[config.mk]
export PLATFORM = sky130hd
export DESIGN_NAME = int_issue_queue
export DESIGN_NICKNAME = d
export VERILOG_FILES = /design/src/rtl/iq_pkg.sv /design/src/rtl/iq_operand_wakeup.sv /design/src/rtl/int_issue_queue.sv
export SDC_FILE = /design/constraint.sdc
export NUM_CORES = 2
export LEC_CHECK = 0
export CAP_MARGIN = 20
export CORE_ASPECT_RATIO = 1.1
export CORE_MARGIN = 5
export CORE_UTILIZATION = 40
export DETAILED_ROUTE_END_ITERATION = 7
export GPL_ROUTABILITY_DRIVEN = 0
export PLACE_DENSITY = 0.71
export SLEW_MARGIN = 20
export SYNTH_ARGS = -nofsm -noshare
export SYNTH_HDL_FRONTEND = slang
export SYNTH_SLANG_ARGS = --single-unit
[constraint.sdc]
create_clock -name clk -period 3.19 [get_ports clk]
set_input_delay 0.638 -clock clk [delete_from_list [all_inputs] [get_ports clk]]
set_output_delay 0.638 -clock clk [all_outputs]
set_load 0.03 [all_outputs]
[src/rtl/iq_pkg.sv]
// Shared issue-queue types: data/tag widths, operand slot and entry layouts, CDB bypass helper.
// Latency: n/a (types and a pure combinational function).
// Backpressure: n/a.
package iq_pkg;

  localparam int XLEN     = 32;
  localparam int TAG_W    = 6;
  localparam int IQ_DEPTH = 8;

  // One source operand: ready flag, producer tag, captured value.
  typedef struct packed {
    logic             rdy;
    logic [TAG_W-1:0] tag;
    logic [XLEN-1:0]  val;
  } iq_opnd_t;

  // Full reservation entry; also used by the mult/div/mem queues.
  typedef struct packed {
    logic             valid;
    logic [XLEN-1:0]  pc;
    logic             imm;
    logic [XLEN-1:0]  imm_val;
    logic [6:0]       opcode;
    logic [2:0]       funct3;
    logic [6:0]       funct7;
    iq_opnd_t         rs1;
    iq_opnd_t         rs2;
    logic [TAG_W-1:0] rd_tag;
  } int_iq_entry_t;

  // Returns the operand with a matching CDB broadcast folded in, if it was still waiting.
  function automatic iq_opnd_t cdb_bypass(
    input iq_opnd_t          opnd,
    input logic              cdb_vld,
    input logic [TAG_W-1:0]  cdb_tag,
    input logic [XLEN-1:0]   cdb_dat
  );
    iq_opnd_t res;
    res = opnd;
    if (!opnd.rdy && cdb_vld && (opnd.tag == cdb_tag)) begin
      res.rdy = 1'b1;
      res.val = cdb_dat;
    end
    return res;
  endfunction

endpackage

[src/rtl/iq_operand_wakeup.sv]
// One operand slot of an issue-queue entry: holds rdy/tag/val and snoops the CDB for its producer.
// Latency: capture lands at the clock edge of the broadcast; visible on o_rdy/o_val the next cycle.
// Backpressure: none; the slot always accepts a load or a broadcast.
// Ports: clk/rst_n; i_clr (flush), i_load + i_load_opnd (dispatch write, with same-cycle CDB bypass),
//        i_snoop_en (entry valid), i_cdb_vld/tag/dat (broadcast), o_rdy/o_val (slot state).
module iq_operand_wakeup
  import iq_pkg::*;
(
  input  logic             clk,
  input  logic             rst_n,
  input  logic             i_clr,
  input  logic             i_load,
  input  iq_opnd_t         i_load_opnd,
  input  logic             i_snoop_en,
  input  logic             i_cdb_vld,
  input  logic [TAG_W-1:0] i_cdb_tag,
  input  logic [XLEN-1:0]  i_cdb_dat,
  output logic             o_rdy,
  output logic [XLEN-1:0]  o_val
);

  iq_opnd_t r_opnd;

  always_ff @(posedge clk or negedge rst_n) begin
    if (!rst_n) begin
      r_opnd <= '0;
    end else if (i_clr) begin
      r_opnd <= '0;
    end else if (i_load) begin
      // A producer broadcasting in the dispatch cycle must not be missed.
      r_opnd <= cdb_bypass(i_load_opnd, i_cdb_vld, i_cdb_tag, i_cdb_dat);
    end else if (i_snoop_en) begin
      r_opnd <= cdb_bypass(r_opnd, i_cdb_vld, i_cdb_tag, i_cdb_dat);
    end
  end

  assign o_rdy = r_opnd.rdy;
  assign o_val = r_opnd.val;

endmodule

[src/rtl/int_issue_queue.sv]
// In-order integer reservation FIFO with CDB wakeup; issues the head once its operands are ready.
// Latency: dispatch-to-issue 1 cycle minimum; a head woken at edge N presents iss_valid from cycle N+1.
// Backpressure: iss_valid/iss_ready handshake toward the ALU; registered queue_full stalls dispatch.
// Ports: clk/rst_n/flush; disp_* (dispatch push, disp_en qualifies); queue_full;
//        cdb_valid/tag/data (result broadcast); iss_valid/iss_ready and iss_* head payload.
module int_issue_queue
  import iq_pkg::*;
#(
  parameter int DEPTH = IQ_DEPTH
) (
  input  logic             clk,
  input  logic             rst_n,
  input  logic             flush,
  input  logic             disp_en,
  input  logic [XLEN-1:0]  disp_pc,
  input  logic             disp_imm,
  input  logic [XLEN-1:0]  disp_imm_val,
  input  logic [6:0]       disp_opcode,
  input  logic [2:0]       disp_funct3,
  input  logic [6:0]       disp_funct7,
  input  logic             disp_rs1_rdy,
  input  logic [TAG_W-1:0] disp_rs1_tag,
  input  logic [XLEN-1:0]  disp_rs1_val,
  input  logic             disp_rs2_rdy,
  input  logic [TAG_W-1:0] disp_rs2_tag,
  input  logic [XLEN-1:0]  disp_rs2_val,
  input  logic [TAG_W-1:0] disp_rd_tag,
  output logic             queue_full,
  input  logic             cdb_valid,
  input  logic [TAG_W-1:0] cdb_tag,
  input  logic [XLEN-1:0]  cdb_data,
  output logic             iss_valid,
  input  logic             iss_ready,
  output logic [XLEN-1:0]  iss_pc,
  output logic             iss_imm,
  output logic [XLEN-1:0]  iss_imm_val,
  output logic [6:0]       iss_opcode,
  output logic [2:0]       iss_funct3,
  output logic [6:0]       iss_funct7,
  output logic [XLEN-1:0]  iss_rs1_val,
  output logic [XLEN-1:0]  iss_rs2_val,
  output logic [TAG_W-1:0] iss_rd_tag
);

  localparam int PW = $clog2(DEPTH);
  localparam int CW = PW + 1;

  logic [PW-1:0]    r_head;
  logic [PW-1:0]    r_tail;
  logic [CW-1:0]    r_count;
  logic             r_full;

  logic             r_valid   [DEPTH];
  logic [XLEN-1:0]  r_pc      [DEPTH];
  logic             r_imm     [DEPTH];
  logic [XLEN-1:0]  r_imm_val [DEPTH];
  logic [6:0]       r_opcode  [DEPTH];
  logic [2:0]       r_funct3  [DEPTH];
  logic [6:0]       r_funct7  [DEPTH];
  logic [TAG_W-1:0] r_rd_tag  [DEPTH];

  logic             w_rs1_rdy [DEPTH];
  logic [XLEN-1:0]  w_rs1_val [DEPTH];
  logic             w_rs2_rdy [DEPTH];
  logic [XLEN-1:0]  w_rs2_val [DEPTH];

  int_iq_entry_t    w_disp;
  logic             w_push;
  logic             w_pop;
  logic [CW-1:0]    w_count_nxt;

  always_comb begin
    w_disp         = '0;
    w_disp.valid   = disp_en;
    w_disp.pc      = disp_pc;
    w_disp.imm     = disp_imm;
    w_disp.imm_val = disp_imm_val;
    w_disp.opcode  = disp_opcode;
    w_disp.funct3  = disp_funct3;
    w_disp.funct7  = disp_funct7;
    w_disp.rs1     = '{rdy: disp_rs1_rdy, tag: disp_rs1_tag, val: disp_rs1_val};
    w_disp.rs2     = '{rdy: disp_rs2_rdy, tag: disp_rs2_tag, val: disp_rs2_val};
    w_disp.rd_tag  = disp_rd_tag;
  end

  // Full is the registered flag, so a pop in the same cycle never admits a push.
  assign w_push      = w_disp.valid && !r_full;
  assign iss_valid   = (r_count != '0) && w_rs1_rdy[r_head] &&
                       (w_rs2_rdy[r_head] || r_imm[r_head]);
  assign w_pop       = iss_valid && iss_ready;
  assign w_count_nxt = r_count + CW'(w_push) - CW'(w_pop);

  always_ff @(posedge clk or negedge rst_n) begin
    if (!rst_n) begin
      r_head  <= '0;
      r_tail  <= '0;
      r_count <= '0;
      r_full  <= 1'b0;
      for (int i = 0; i < DEPTH; i++) begin
        r_valid[i]   <= 1'b0;
        r_pc[i]      <= '0;
        r_imm[i]     <= 1'b0;
        r_imm_val[i] <= '0;
        r_opcode[i]  <= '0;
        r_funct3[i]  <= '0;
        r_funct7[i]  <= '0;
        r_rd_tag[i]  <= '0;
      end
    end else if (flush) begin
      r_head  <= '0;
      r_tail  <= '0;
      r_count <= '0;
      r_full  <= 1'b0;
      for (int i = 0; i < DEPTH; i++) begin
        r_valid[i] <= 1'b0;
      end
    end else begin
      // Head and tail only coincide when empty (no pop) or full (no push).
      if (w_pop) begin
        r_valid[r_head] <= 1'b0;
        r_head          <= r_head + PW'(1);
      end
      if (w_push) begin
        r_valid[r_tail]   <= 1'b1;
        r_pc[r_tail]      <= w_disp.pc;
        r_imm[r_tail]     <= w_disp.imm;
        r_imm_val[r_tail] <= w_disp.imm_val;
        r_opcode[r_tail]  <= w_disp.opcode;
        r_funct3[r_tail]  <= w_disp.funct3;
        r_funct7[r_tail]  <= w_disp.funct7;
        r_rd_tag[r_tail]  <= w_disp.rd_tag;
        r_tail            <= r_tail + PW'(1);
      end
      r_count <= w_count_nxt;
      r_full  <= (w_count_nxt == CW'(DEPTH));
    end
  end

  for (genvar g = 0; g < DEPTH; g++) begin : g_ent
    logic w_load;
    assign w_load = w_push && (r_tail == PW'(g));

    iq_operand_wakeup u_rs1 (
      .clk         (clk),
      .rst_n       (rst_n),
      .i_clr       (flush),
      .i_load      (w_load),
      .i_load_opnd (w_disp.rs1),
      .i_snoop_en  (r_valid[g]),
      .i_cdb_vld   (cdb_valid),
      .i_cdb_tag   (cdb_tag),
      .i_cdb_dat   (cdb_data),
      .o_rdy       (w_rs1_rdy[g]),
      .o_val       (w_rs1_val[g])
    );

    iq_operand_wakeup u_rs2 (
      .clk         (clk),
      .rst_n       (rst_n),
      .i_clr       (flush),
      .i_load      (w_load),
      .i_load_opnd (w_disp.rs2),
      .i_snoop_en  (r_valid[g]),
      .i_cdb_vld   (cdb_valid),
      .i_cdb_tag   (cdb_tag),
      .i_cdb_dat   (cdb_data),
      .o_rdy       (w_rs2_rdy[g]),
      .o_val       (w_rs2_val[g])
    );
  end

  assign queue_full  = r_full;
  assign iss_pc      = r_pc[r_head];
  assign iss_imm     = r_imm[r_head];
  assign iss_imm_val = r_imm_val[r_head];
  assign iss_opcode  = r_opcode[r_head];
  assign iss_funct3  = r_funct3[r_head];
  assign iss_funct7  = r_funct7[r_head];
  assign iss_rs1_val = w_rs1_val[r_head];
  assign iss_rs2_val = w_rs2_val[r_head];
  assign iss_rd_tag  = r_rd_tag[r_head];

endmodule

==> metrics.md <==
| Metric | Value |
|---|---|
| Final core occ | 0.5298 |
| Combinational share of power | 0.296 |
| Die outline height | 437.6 um |
| Most frequent cells in the layout | dfrtp_1, mux2_1, nand2_1 |
| Pre-antenna DRT Iters | 8 |
| Gr usage total | 0.2876 |
| Pre-CTS setup slack | -0.02823 ns |
| Clk pwr share | 0.302 |
| Library cells used by synthesis | 65 |
| Worst-Margin Slew | 1.214 ns |
| LEAKAGE | 36.99 nW |
| Synthesized Nets | 5,989 |
| Startpoint Class | flop |
| Setup slack, reg-to-reg | -0.28 ns |
| Antenna-violating nets left | 0 |
| Yosys reg bits | 1,347 |
| Post-DR wirelength/cell | 30.77 um |
| R2r endpoint | queue_full |
| Critical path fanouts, max | 7 |
| First-pass GRT wire length | 378,900 um |
| Worst-path clk slew | 0.06 ns |
| Slew Limit Fails | 0 |
| Sequential power share | 0.402 |
| Sequential fraction of the synthesis area | 0.5069 |
| Clk Latency, worst-skew pair | 0.82 ns |
| Cells after Synth | 5,766 |
| Core ar. | 166,000 um2 |
| HPWL Detailed | 154,600 um |
| Total Wirelength | 268,300 um |
| Status | complete, but fails checks |
| Syn avg cell area | 11.53 um2 |
| Worst path slowest cell | dfrtp_4 |
| Max Fclk | 269.8 MHz |
| Post-synthesis async set-or-reset flop share | 1.000 |
| Filler Cell Count | 13.44k |
| MaxCap Viol Count | 0 |
| CTS Sinks | 1,347 |
| Pwr dens | 663.3 nW/um2 |
| Crit path capture | iss_valid |
| Min Tclk post-route | 3.706 ns |
| Via count | 56.58k |
| Worst setup path category | flop to output pin |
| Worst r2r src | r_head[1] |
| Period utilization | 1.162 |
| Synth Flop Type | dfrtp_1 |
| Vias in the first global route | 56.19k |
| Ports | 364 |
| Fin Clk Skew | 0.03720 ns |
| Worst EP required | 2.55 ns |
| Commonest non-fill, non-tap cell in the layout | dfrtp_1 |
| Reg2Reg Depth | 17 |
| Num CTS Buffers | 146 |
| Critical path arrival | 3.07 ns |
| PortBufs | 363 |
| CP startpoint | r_head[1] |
| Initial antenna violation count | 23 |
| Yosys Warn Count | 0 |
| Net Sw Frac | 0.3203 |
| Layout cell share with drive strength beyond 1 | 0.2912 |
| Via-to-Cell Ratio | 6.490 |
| Worst stage delay on the critical path | 0.51 ns |
| Hold Violations, Final | 0 |
| RSZ-0062 raised after global routing | yes |
| CTS tree | yes |
| Largest net degree at the start of global routing | 172 |
| PnR worst setup slack | -0.5159 ns |
| Hold WC Path Type | primary input to flop |
| Post-Synthesis Cell Area | 66,500 um2 |
| Die area | 174,500 um2 |
| Starting DRC count in detailed routing | 7,790 |
| Failing checks | DRC, setup timing |
| DRC viols | 1 |
| IR Drop Worst-Case VDD | 577.4 uV |
| Grt ovf | 0 |
| Switch Pwr | 18.68 mW |
| Area Growth Syn to Fin | 32.23% |
| Crit-path most repeated cell | buf_12 |
| CTS root buffer | clkbuf_16 |
| DIE WIDTH | 398.8 um |
| CP Capture Type | output pin |
| Num rows | 157 |
| Initial Util | 0.4006 |
| Hold slack | 0.06538 ns |
| Deepest clock path buffer count | 3 |
| Slew HR | 0.1905 |
| Crit path cell chain | buf_12 > buf_12 > buf_4 > mux2i_1 > nor3_1 > a211oi_1 > buf_4 > a221oi_4 > buf_6 > buf_12 |
| P_int | 39.65 mW |
| CTS H-Tree Depth | 4 |
| # nets final | 6,581 |
| EDFF count, synth | 0 |
| # setup viols final | 157 |
-- power groups by stage --
stage	Clock (mW)	Sequential (mW)	Combinational, mW
floorplan	0	22.6	8.52
global placement	0	23.0	15.4
detailed placement	0	23.3	15.8
CTS	17.7	23.1	16.4
global route	18.4	23.8	18.2
finish	17.6	23.4	17.3
-- sequential cells by signal, indices dropped and copies added (netlist names), 24 cells and up --
name / count
g_ent.u_rs2.r_opnd: 48
g_ent.u_rs1.r_opnd: 48
g_ent.u_rs2.o_val: 256
r_funct3: 24
r_opcode: 56
r_imm_val: 256
r_pc: 256
g_ent.u_rs1.o_val: 256
r_funct7: 56
r_rd_tag: 48
-- layer usage --
metal  up-vias  track usage  wire length (um)
met2      3864       0.4433            119600
met1     28645       0.3559             97770
met4        18       0.1732             20000
li1      22953            -                 -
met3      1097      0.08664             30780
met5         -    0.0008371               118
-- critical path, delay by kind of cell, from the launching register on --
| family | cells | cell delay [ns] |
|---|---|---|
| AOI/OAI and AO/OA | 2 | 0.35 |
| buffers and inverters | 6 | 0.94 |
| DFF | 1 | 0.51 |
| muxes | 1 | 0.35 |
| and+or+nand+nor | 1 | 0.10 |
-- worst min-delay path by stage --
stage / depth (start not counted) / from / endpoint / slack (ns)
4_1_cts: 2 / flush / r_tail[1] / 0.02
6_report: 2 / flush / r_tail[1] / 0.07
3_5_place_dp: 1 / r_rd_tag[20] / r_rd_tag[20] / 0.47
5_1_grt: 2 / flush / r_tail[1] / 0.05
3_3_place_gp: 1 / r_pc[68] / r_pc[68] / 0.46
2_1_floorplan: 0 / rst_n / g_ent[0].u_rs1.o_rdy / 0.34
-- through the flow --
stage	std cells	cell area [um2]	TNS (ns)	power (mW)
after floorplan	5766	66500	0	31.15
after global placement	8225	77270	0	38.43
after detailed placement	8225	77270	-0.04313	39.10
after CTS	8592	84970	-50.95	57.20
after global routing	8710	87910	-59.74	60.40
final	8718	87930	-50.73	58.33
-- cell type report --
cell class	instances	area (um2)	area share
clock buffers	209	4232	0.04812
repair buffers	1032	13880	0.1578
diodes	16	40.04	0.0004553
inverters	19	88.84	0.001010
well taps	2226	2785	0.03167
flip-flops and latches	1347	33720	0.3835
multi-input cells	3812	32480	0.3693
clock inverters	57	714.4	0.008125
-- synth_stat cells, types with 60 or more instances --
library cell	number	area, um2
a211oi_1	431	3236
a21boi_0	221	1659
a21oi_1	159	795.8
a221oi_1	251	2198
a22oi_1	161	1209
buf_2	126	630.6
clkbuf_1	380	1426
dfrtp_1	1347	33710
mux2_1	582	6554
mux2_2	291	3277
mux2i_1	87	870.8
mux2i_2	60	825.8
nand2_1	527	1978
nor2_1	219	822.0
o211ai_1	137	1028
o21ai_0	101	505.5
o21ai_1	122	610.6
xor2_1	65	569.3
-- cells by family (layout without fill, tap and decap cells) --
logic type | after synthesis | count (layout) | share of synthesized area
multiplexers | 1051 | 1051 | 0.1838
flip-flops | 1347 | 1347 | 0.5069
buffers and inverters | 607 | 1317 | 0.03946
AND/OR/NAND/NOR | 861 | 861 | 0.05357
AO/OA/AOI/OAI | 1777 | 1777 | 0.1992
XOR/XNOR | 110 | 110 | 0.01449
adder cells (fa/ha/maj) | 13 | 13 | 0.002559
other | 0 | 16 | 0
-- repair_timing --
action / in CTS / in global routing
hold buffers: 1 / 0
pin swaps: 55 / 113
buffers inserted: 79 / 90
cloned: 23 / 27
hold endpoints to repair: 55 / 0
gates resized for setup: 294 / 322
endpoints found under the setup margin: 154 / 157
Power figures use the tool's default switching activity.
